==> src/rtl/rr_arb_mux.sv <==
// rr_arb_mux: N:1 WIDTH-bit stream multiplexer with a registered output.
//
// Picks one valid input channel per cycle (round-robin by default, lowest
// index first when FIXED_PRIO=1) and captures its beat into a single output
// register. The register reloads in the same cycle it is drained, so a
// continuously ready sink sees one beat per clock.
//
// Ports:
//   clk        rising-edge clock
//   rst        synchronous, active-high reset
//   in_valid   [N]        per-channel beat present
//   in_ready   [N]        per-channel beat accepted (at most one bit set)
//   in_data    [N*WIDTH]  channel i at [i*WIDTH +: WIDTH]
//   out_valid             output register holds a beat
//   out_ready             sink takes the beat this cycle
//   out_data   [WIDTH]    registered beat
//   out_sel    [SELW]     index of the channel that sourced out_data

// Per-channel slice: turns the shared grant/load decision into this
// channel's ready and contributes its data to the AND-OR output mux.
module rr_arb_lane #(
  parameter int WIDTH = 8
) (
  input  logic             grant,
  input  logic             load_en,
  input  logic [WIDTH-1:0] data,
  output logic             ready,
  output logic [WIDTH-1:0] data_gated
);
  assign ready      = load_en & grant;
  assign data_gated = data & {WIDTH{grant}};
endmodule

module rr_arb_mux #(
  parameter  int N          = 4,
  parameter  int WIDTH      = 8,
  parameter  int FIXED_PRIO = 0,
  localparam int SELW       = $clog2(N)
) (
  input  logic                 clk,
  input  logic                 rst,
  input  logic [N-1:0]         in_valid,
  output logic [N-1:0]         in_ready,
  input  logic [N*WIDTH-1:0]   in_data,
  output logic                 out_valid,
  input  logic                 out_ready,
  output logic [WIDTH-1:0]     out_data,
  output logic [SELW-1:0]      out_sel
);

  localparam logic [SELW-1:0] LAST = SELW'(N - 1);
  localparam logic [N-1:0]    ONE  = N'(1);

  logic [SELW-1:0]           ptr;
  logic                      load_en;
  logic [N-1:0]              hi_mask;
  logic [N-1:0]              req_hi;
  logic [N-1:0]              grant;
  logic                      any_grant;
  logic [SELW-1:0]           gidx;
  logic [N-1:0][WIDTH-1:0]   lane_data;
  logic [WIDTH-1:0]          sel_data;

  // The register can take a new beat when empty or being drained. Reset
  // suppresses loading so no source sees ready during the reset cycle.
  assign load_en = (!out_valid || out_ready) && !rst;

  // Round-robin as a two-pass priority pick: first look only at channels
  // at or above ptr; if none is valid, wrap and take the lowest valid one.
  // x & (~x + 1) isolates the lowest set bit. With ptr pinned at 0 the
  // upper pass covers everything, which is exactly fixed priority.
  always_comb begin
    hi_mask   = {N{1'b1}} << ptr;
    req_hi    = in_valid & hi_mask;
    grant     = '0;
    if (|req_hi) grant = req_hi & (~req_hi + ONE);
    else         grant = in_valid & (~in_valid + ONE);
    any_grant = |grant;
  end

  // grant is one-hot, so OR-ing matching indices gives the encoded winner.
  always_comb begin
    gidx = '0;
    for (int i = 0; i < N; i++)
      if (grant[i]) gidx = gidx | SELW'(i);
  end

  for (genvar i = 0; i < N; i++) begin : g_lane
    rr_arb_lane #(.WIDTH(WIDTH)) u_lane (
      .grant      (grant[i]),
      .load_en    (load_en),
      .data       (in_data[i*WIDTH +: WIDTH]),
      .ready      (in_ready[i]),
      .data_gated (lane_data[i])
    );
  end

  always_comb begin
    sel_data = '0;
    for (int i = 0; i < N; i++) sel_data = sel_data | lane_data[i];
  end

  always_ff @(posedge clk) begin
    if (rst) begin
      out_valid <= 1'b0;
      out_data  <= '0;
      out_sel   <= '0;
      ptr       <= '0;
    end else if (load_en) begin
      // Loading with no grant just drains the register; data/sel keep
      // their stale values since they are meaningless while !out_valid.
      out_valid <= any_grant;
      if (any_grant) begin
        out_data <= sel_data;
        out_sel  <= gidx;
        // Wrap at N explicitly so non-power-of-two N never points past
        // the last channel.
        if (FIXED_PRIO == 0)
          ptr <= (gidx == LAST) ? '0 : gidx + SELW'(1);
      end
    end
  end

endmodule

==> config.mk <==
export PLATFORM = sky130hd
export DESIGN_NAME = rr_arb_mux
export DESIGN_NICKNAME = d
export VERILOG_FILES = /design/src/rtl/rr_arb_mux.sv
export SDC_FILE = /design/constraint.sdc
export NUM_CORES = 1
export LEC_CHECK = 0
export BUFFER_PORTS_ARGS = -buffer_cell sky130_fd_sc_hd__buf_2
export CORE_ASPECT_RATIO = 1.75
export CORE_MARGIN = 2
export CORE_UTILIZATION = 30
export DETAILED_ROUTE_END_ITERATION = 8
export GPL_TIMING_DRIVEN = 1
export PLACE_DENSITY = 0.68
export SKIP_CTS_REPAIR_TIMING = 1
export SYNTH_ARGS = -nofsm -noshare
export SYNTH_HDL_FRONTEND = slang
export SYNTH_SLANG_ARGS = --single-unit
==> constraint.sdc <==
create_clock -name clk -period 1.6 [get_ports clk]
set_input_delay 0.16 -clock clk [delete_from_list [all_inputs] [get_ports clk]]
set_output_delay 0.16 -clock clk [all_outputs]
set_load 0.03 [all_outputs]
==> PnR_summary.wiki, run 1 <==
{| class="wikitable"
! Metric !! Value
|-
| Outcome || finished with violations
|-
| Violations in the final reports || setup timing
|-
| Total instance count after detailed placement || 209
|-
| Post-placement cell area || 1260 sq um
|-
| Count of yosys warnings during synthesis || 0
|-
| IR drop worst, VDD || 0.597 mV
|-
| CTS tree || yes
|-
| Startpoint of the worst hold path || in_data[2]
|-
| Count of state elements after synthesis || 13
|-
| Combined area of the multi-input logic cells || 627 sq um
|-
| Global-route usage over all layers || 17.9%
|-
| Sink count of the clock tree || 13
|-
| Setup repair after global routing missed its margin || yes
|-
| Global-route wire length before repair || 4.89 mm
|-
| Worst hold slack || 210 ps
|-
| Count of endpoints failing setup in the final report || 1
|-
| Startpoint types || flip-flop
|-
| Final cell utilization of the core || 44.5%
|-
| Tightest Pin Transition || 438 ps
|-
| Layout-stage area growth over the synthesis result || 43.8%
|-
| Core Box Area || 3070 sq um
|-
| Number of antenna violations at the first check in global routing || 0
|-
| H-Tree Depth || 1
|-
| Endpoint arrival time on the critical path || 1450 ps
|-
| CP max-delay cell || sky130_fd_sc_hd__dfxtp_4
|-
| WP data required || 1440 ps
|-
| Number of violations of the max-capacitance limit || 0
|-
| Portion of the clock cycle consumed by the worst path in the final layout || 101%
|-
| Maximum count of clock buffers along a single path || 2
|-
| Largest net degree at the start of global routing || 15
|-
| Post-synthesis area per instance || 8.14 sq um
|-
| Final hold violations || 0
|-
| Worst setup path startpoint || ptr[0]$_SDFFE_PP0P_
|-
| Sequential area share after synthesis || 27.3%
|-
| Post-route total power || 1.18 mW
|-
| Fin crit period || 1610 ps
|-
| Fill cells || 308
|-
| Overall via count from detail_route || 1,121
|-
| Total overflow reported by the global router || 0
|-
| Worst reg2reg setup slack || 140 ps
|-
| Via count of the first global-routing pass || 1,094
|-
| Setup slack after layout || -8.47 ps
|-
| Detailed placement HPWL || 2.41 mm
|-
| # DRC || 0
|-
| Insertion delay to the later sink of the worst-skew pair || 240 ps
|-
| Die height || 78.5 microns
|-
| Highest clock frequency the design can meet || 622 MHz
|-
| Number of standard cells in the final layout excluding fillers || 216
|-
| Top fanout value on the critical path || 8
|-
| Area enclosed by the die boundary || 3660 sq um
|-
| Final setup skew || 0.827 ps
|-
| Cells on Worst Hold Path || 3
|-
| Number of buffers inserted during clock tree synthesis || 3
|-
| Remaining max-slew budget at the tightest pin || 70.8%
|-
| Number of nets produced by synthesis || 156
|-
| Die X || 46.6 microns
|-
| Top-area cell type share of the netlist area || 27.3%
|-
| Power density over cell area || 859 nW/um^2
|-
| Antenna diode instance count || 0
|-
| Initial Utilization || 31.0%
|-
| Total iterations of the first detailed-routing run || 5
|-
| Fraction of registers with async set/reset || 0%
|-
| Rows || 27
|-
| Buffer type at the clock tree root || sky130_fd_sc_hd__clkbuf_8
|-
| Category of the critical setup timing path || flip-flop to output pin
|-
| Static Leak || 0.624 nW
|-
| Layout cell share with drive strength beyond 1 || 45.7%
|-
| Top_reg_cell synth || sky130_fd_sc_hd__dfxtp_1
|-
| Top cells by count, synth || sky130_fd_sc_hd__dfxtp_1 (13), sky130_fd_sc_hd__nand2b_1 (12), sky130_fd_sc_hd__nand3_1 (9)
|-
| Final WL || 3.24 mm
|-
| Non-Filler Cell Area, Final || 1370 sq um
|-
| Weighted congestion reported at the end of routability-driven placement || 0.812
|-
| Synth top area cells || sky130_fd_sc_hd__dfxtp_1 (27%), sky130_fd_sc_hd__nand2b_1 (7.9%), sky130_fd_sc_hd__a32oi_1 (7.4%)
|-
| HP Class || primary input to flip-flop
|-
| Netlist Area Pre-Place || 952 sq um
|-
| Final net count || 213
|-
| Biggest cell delay along the critical path || 390 ps
|-
| DR vias/cell || 5.19
|-
| Worst setup EP type || output pin
|-
| Ordered cell list for the critical path || nor2b_4 -> o311ai_4 -> nand2_1 -> nor2_2 -> buf_6
|-
| Antenna-violating nets left || 0
|-
| Sequential Area || 268 sq um
|-
| Mean routed wirelength per cell || 15.0 microns
|-
| Most common cell in the synthesized netlist || sky130_fd_sc_hd__dfxtp_1
|-
| Number of buffers added on ports || 53
|-
| I/O pin count || 54
|-
| Number of library cell types mapped by synthesis || 31
|-
| Reg2reg start || out_valid$_SDFFE_PP0P_
|-
| 1st-iter DRT viols || 47
|-
| Number of enable-type register cells in the synthesized netlist || 0
|-
| Final count of pins violating max slew || 0
|-
| Clock input transition at the sequential cells of the worst setup and hold paths || 60 ps
|-
| Cell type contributing the most total cell area after synthesis || sky130_fd_sc_hd__dfxtp_1
|-
| R2r worst-path depth || 4
|-
| Number of cells produced by synthesis || 117
|}
## per-layer routing
metal	up-vias	share of wire (%)	global-route usage (%)
met5	-	0	0
met4	0	1.3	8.86
met3	4	4.1	3.22
met2	32	56	29.6
met1	528	38	20.8
li1	557	-	-
## cells in the final DEF, fill, tap and decap left out, types with 2 or more instances in the layout
| cell type | n |
|---|---|
| sky130_fd_sc_hd__a21oi_1 | 6 |
| sky130_fd_sc_hd__a22oi_1 | 8 |
| sky130_fd_sc_hd__a31oi_1 | 8 |
| sky130_fd_sc_hd__a32oi_1 | 8 |
| sky130_fd_sc_hd__and3_1 | 8 |
| sky130_fd_sc_hd__buf_2 | 51 |
| sky130_fd_sc_hd__buf_4 | 13 |
| sky130_fd_sc_hd__clkbuf_8 | 3 |
| sky130_fd_sc_hd__dfxtp_1 | 11 |
| sky130_fd_sc_hd__dfxtp_4 | 2 |
| sky130_fd_sc_hd__nand2_1 | 3 |
| sky130_fd_sc_hd__nand2b_1 | 12 |
| sky130_fd_sc_hd__nand3_1 | 9 |
| sky130_fd_sc_hd__nor2_1 | 3 |
| sky130_fd_sc_hd__nor2b_1 | 4 |
| sky130_fd_sc_hd__o21ai_0 | 2 |
| sky130_fd_sc_hd__o21bai_2 | 2 |
| sky130_fd_sc_hd__or3_1 | 3 |
## per-stage QoR
stage / worst slack [ps] / setup TNS (ps)
global route: -82.3 / -151
detailed placement: 29.4 / 0
global placement: 53.4 / 0
CTS: -143 / -487
finish: -8.47 / -8.47
floorplan: 96.0 / 0
## logic make-up (layout without fill, tap and decap cells)
family,count (synthesis),in the layout,synth area share (%)
compound gates,42,42,34.6
flops,13,13,27.3
buf+inv,15,71,9.46
simple gates,47,47,28.6
## worst max-delay path: cells and delay by family, from the launching register on
family	cells	cell delay [ps]
AOI/OAI and AO/OA	1	350
buffers and inverters	1	140
DFF	1	390
and+or+nand+nor	3	330
## layout make-up
cell class	instances	area share [%]
Sequential cell	13	19.6
Timing Repair Buffer	66	27.1
Multi-Input combinational cell	89	45.8
Inverter	1	0.274
Tap cell	43	3.93
Clock buffer	4	3.29
## where the power goes
group	switching, mW	total, mW	internal [mW]	leakage, nW
registers	0.0306	0.398	0.367	0.110
clock network	0.117	0.293	0.176	0.0228
logic	0.280	0.485	0.205	0.491
total	0.428	1.18	0.748	0.624
## sequential cells by signal, indices dropped and copies added (netlist names)
name,flops
out_sel,2
out_valid,1
ptr,2
out_data,8
## worst paths after layout
| path | end |
|---|---|
| max | in_ready[2] |
| min | out_data[2]$_SDFFE_PP0P_ |
| max reg2reg | out_sel[0]$_SDFFE_PP0P_ |
| min reg2reg | out_data[2]$_SDFFE_PP0P_ |
Note: power is estimated with default switching activity, not from simulation.
==> inputs of run 2 (changes only) <==
Settings changed: BUFFER_PORTS_ARGS -buffer_cell sky130_fd_sc_hd__buf_2 to -buffer_cell sky130_fd_sc_hd__clkbuf_2, CTS_CLUSTER_DIAMETER from default to 60.
==> run 2 against run 1 <==
The run now ends clean. Sequential cell count unchanged. Core utilization increased by 0.90 points. Register-to-register slack worse by 70 ps. Non-clock buffer count increased by 4. Combinational power rose by 3%. Cell count up 1.9%. Worst hold slack got worse by 18 ps. Critical path depth up 1. Design area increased by 2.0%. First-iteration DRC count is the same. Maximum frequency increased by 3.4%. Critical path type unchanged. Critical endpoint is now in_ready[0]. Highest routed layer unchanged.
==> PnR_summary.wiki, run 2 (synthesized netlist as in run 1, its figures left out) <==
{| class="wikitable"
! Metric !! Value
|-
| Layout cell share with drive strength beyond 1 || 46.3%
|-
| Largest register by flop count || out_data
|-
| HP Class || primary input to flip-flop
|-
| Mean routed wirelength per cell || 15.2 microns
|-
| H-Tree Depth || 1
|-
| Switching part of the total || 36.6%
|-
| IR drop worst, VDD || 0.523 mV
|-
| Final setup skew || 5.67 ps
|-
| Cells on Worst Hold Path || 3
|-
| Outcome || finished, final reports clean
|-
| Startpoint types || flip-flop
|-
| Number of violations of the max-capacitance limit || 0
|-
| Worst setup EP type || output pin
|-
| Internal power summed over all cells || 758 uW
|-
| Most common cell after layout, fill and taps aside || sky130_fd_sc_hd__clkbuf_2
|-
| Flip-flop count of the largest register after layout || 8
|-
| Share of total power in the clock network || 24.9%
|-
| Static Leak || 0.649 nW
|-
| Reg2reg start || ptr[1]$_SDFFE_PP0P_
|-
| Startpoint of the worst hold path || in_data[6]
|-
| Detailed placement HPWL || 2.45 mm
|-
| Commonest cells after routing, fill and taps aside || sky130_fd_sc_hd__clkbuf_2 (49), sky130_fd_sc_hd__buf_4 (17), sky130_fd_sc_hd__nand2b_1 (11), sky130_fd_sc_hd__dfxtp_1 (11), sky130_fd_sc_hd__nand3_1 (9)
|-
| Net switching power figure || 438 uW
|-
| Highest clock frequency the design can meet || 643 MHz
|-
| Endpoint of the worst hold path || out_data[6]$_SDFFE_PP0P_
|-
| Logic gate share of total power || 41.7%
|-
| Global-route wire length before repair || 5.14 mm
|-
| Post-placement cell area || 1270 sq um
|-
| Area enclosed by the die boundary || 3660 sq um
|-
| Routed length on met3 || 171 microns
|-
| CTS tree || yes
|-
| Endpoint arrival time on the critical path || 1400 ps
|-
| Maximum count of clock buffers along a single path || 2
|-
| Core Box Area || 3070 sq um
|-
| Antenna-violating nets left || 0
|-
| Buffer type at the clock tree root || sky130_fd_sc_hd__clkbuf_8
|-
| Uppermost metal layer occupied by signal nets || met4
|-
| Number of buffers added on ports || 53
|-
| Antenna diode instance count || 0
|-
| Die X || 46.6 microns
|-
| Number of antenna violations at the first check in global routing || 0
|-
| Registers with the most flip-flops || out_data x8, out_sel x2, ptr x2
|-
| 1st-iter DRT viols || 47
|-
| Final net count || 217
|-
| Category of the critical setup timing path || flip-flop to output pin
|-
| Power density over cell area || 857 nW/um^2
|-
| Total iterations of the first detailed-routing run || 4
|-
| Tightest Pin Transition || 303 ps
|-
| Capture instance of the worst register-to-register path || out_sel[0]$_SDFFE_PP0P_
|-
| Total overflow reported by the global router || 0
|-
| Largest net degree at the start of global routing || 15
|-
| Final hold violations || 0
|-
| DR vias/cell || 5.44
|-
| Number of buffers inserted during clock tree synthesis || 3
|-
| I/O pin count || 54
|-
| Worst hold slack || 191 ps
|-
| Setup TNS after final layout || 0 ps
|-
| Global-route usage over all layers || 18.9%
|-
| Die height || 78.5 microns
|-
| Sink count of the clock tree || 13
|-
| Via count of the first global-routing pass || 1,110
|-
| # DRC || 0
|-
| Insertion delay to the later sink of the worst-skew pair || 240 ps
|-
| Part of the total power dissipated in sequential elements || 33.4%
|-
| Post-route total power || 1.20 mW
|-
| Wire length on met2 || 1.86 mm
|-
| Weighted congestion reported at the end of routability-driven placement || 0.807
|-
| Non-Filler Cell Area, Final || 1400 sq um
|-
| Final cell utilization of the core || 45.4%
|-
| Post-Route M1 WL || 1.24 mm
|-
| R2r worst-path depth || 6
|-
| Overall via count from detail_route || 1,196
|-
| Layout-stage area growth over the synthesis result || 46.6%
|-
| Worst reg2reg setup slack || 70 ps
|-
| Fin crit period || 1560 ps
|-
| Rows || 27
|-
| Initial Utilization || 31.0%
|-
| WP data required || 1440 ps
|-
| Top fanout value on the critical path || 7
|-
| Final count of pins violating max slew || 0
|-
| Count of endpoints failing setup in the final report || 0
|-
| Portion of the clock cycle consumed by the worst path in the final layout || 97.3%
|-
| Clock input transition at the sequential cells of the worst setup and hold paths || 60 ps
|-
| Final WL || 3.34 mm
|-
| Remaining max-slew budget at the tightest pin || 79.7%
|}
run 2: how the worst max path moves through the flow:
stage	cells past startpoint	end	slack, ps	startpoint
floorplan	4	out_sel[0]$_SDFFE_PP0P_	100	out_valid$_SDFFE_PP0P_
global placement	4	out_sel[0]$_SDFFE_PP0P_	80	ptr[1]$_SDFFE_PP0P_
detailed placement	4	out_sel[0]$_SDFFE_PP0P_	70	ptr[1]$_SDFFE_PP0P_
CTS	6	in_ready[0]	-120	ptr[1]$_SDFFE_PP0P_
global route	5	in_ready[2]	-10	ptr[0]$_SDFFE_PP0P_
finish	6	in_ready[0]	40	ptr[1]$_SDFFE_PP0P_
run 2: layout make-up:
class | instances | area [sq um]
Timing Repair Buffer | 70 | 407
Fill cell | 320 | 1680
Inverter | 1 | 3.75
Clock buffer | 4 | 45.0
Sequential cell | 13 | 268
Tap cell | 43 | 53.8
Multi-Input combinational cell | 89 | 619
run 2: worst max-delay path, stage by stage, from the launching register on:
cell                       delay, ps
sky130_fd_sc_hd__dfxtp_4         390
sky130_fd_sc_hd__buf_6           130
sky130_fd_sc_hd__nand2b_4         50
sky130_fd_sc_hd__o221ai_2        200
sky130_fd_sc_hd__nand2_1          80
sky130_fd_sc_hd__nor2_1          120
sky130_fd_sc_hd__buf_4           170
run 2: metal layers:
metal | up-vias | GRT usage, %
li1 | 563 | -
met1 | 580 | 21.7
met2 | 49 | 32.4
met3 | 4 | 3.45
met4 | 0 | 7.71
met5 | - | 0
run 2: power groups by stage:
| stage | registers, mW | logic (mW) | clock network [mW] |
|---|---|---|---|
| finish | 0.399 | 0.499 | 0.298 |
| global route | 0.405 | 0.535 | 0.321 |
| CTS | 0.396 | 0.455 | 0.305 |
| detailed placement | 0.404 | 0.453 | 0 |
| global placement | 0.401 | 0.446 | 0 |
| floorplan | 0.464 | 0.227 | 0 |
run 2: through the flow:
step,setup WS [ps],std cells
2_1_floorplan,96.0,117
3_3_place_gp,78.5,210
3_5_place_dp,72.7,210
4_1_cts,-125,214
5_1_grt,-11.3,220
6_report,43.8,220
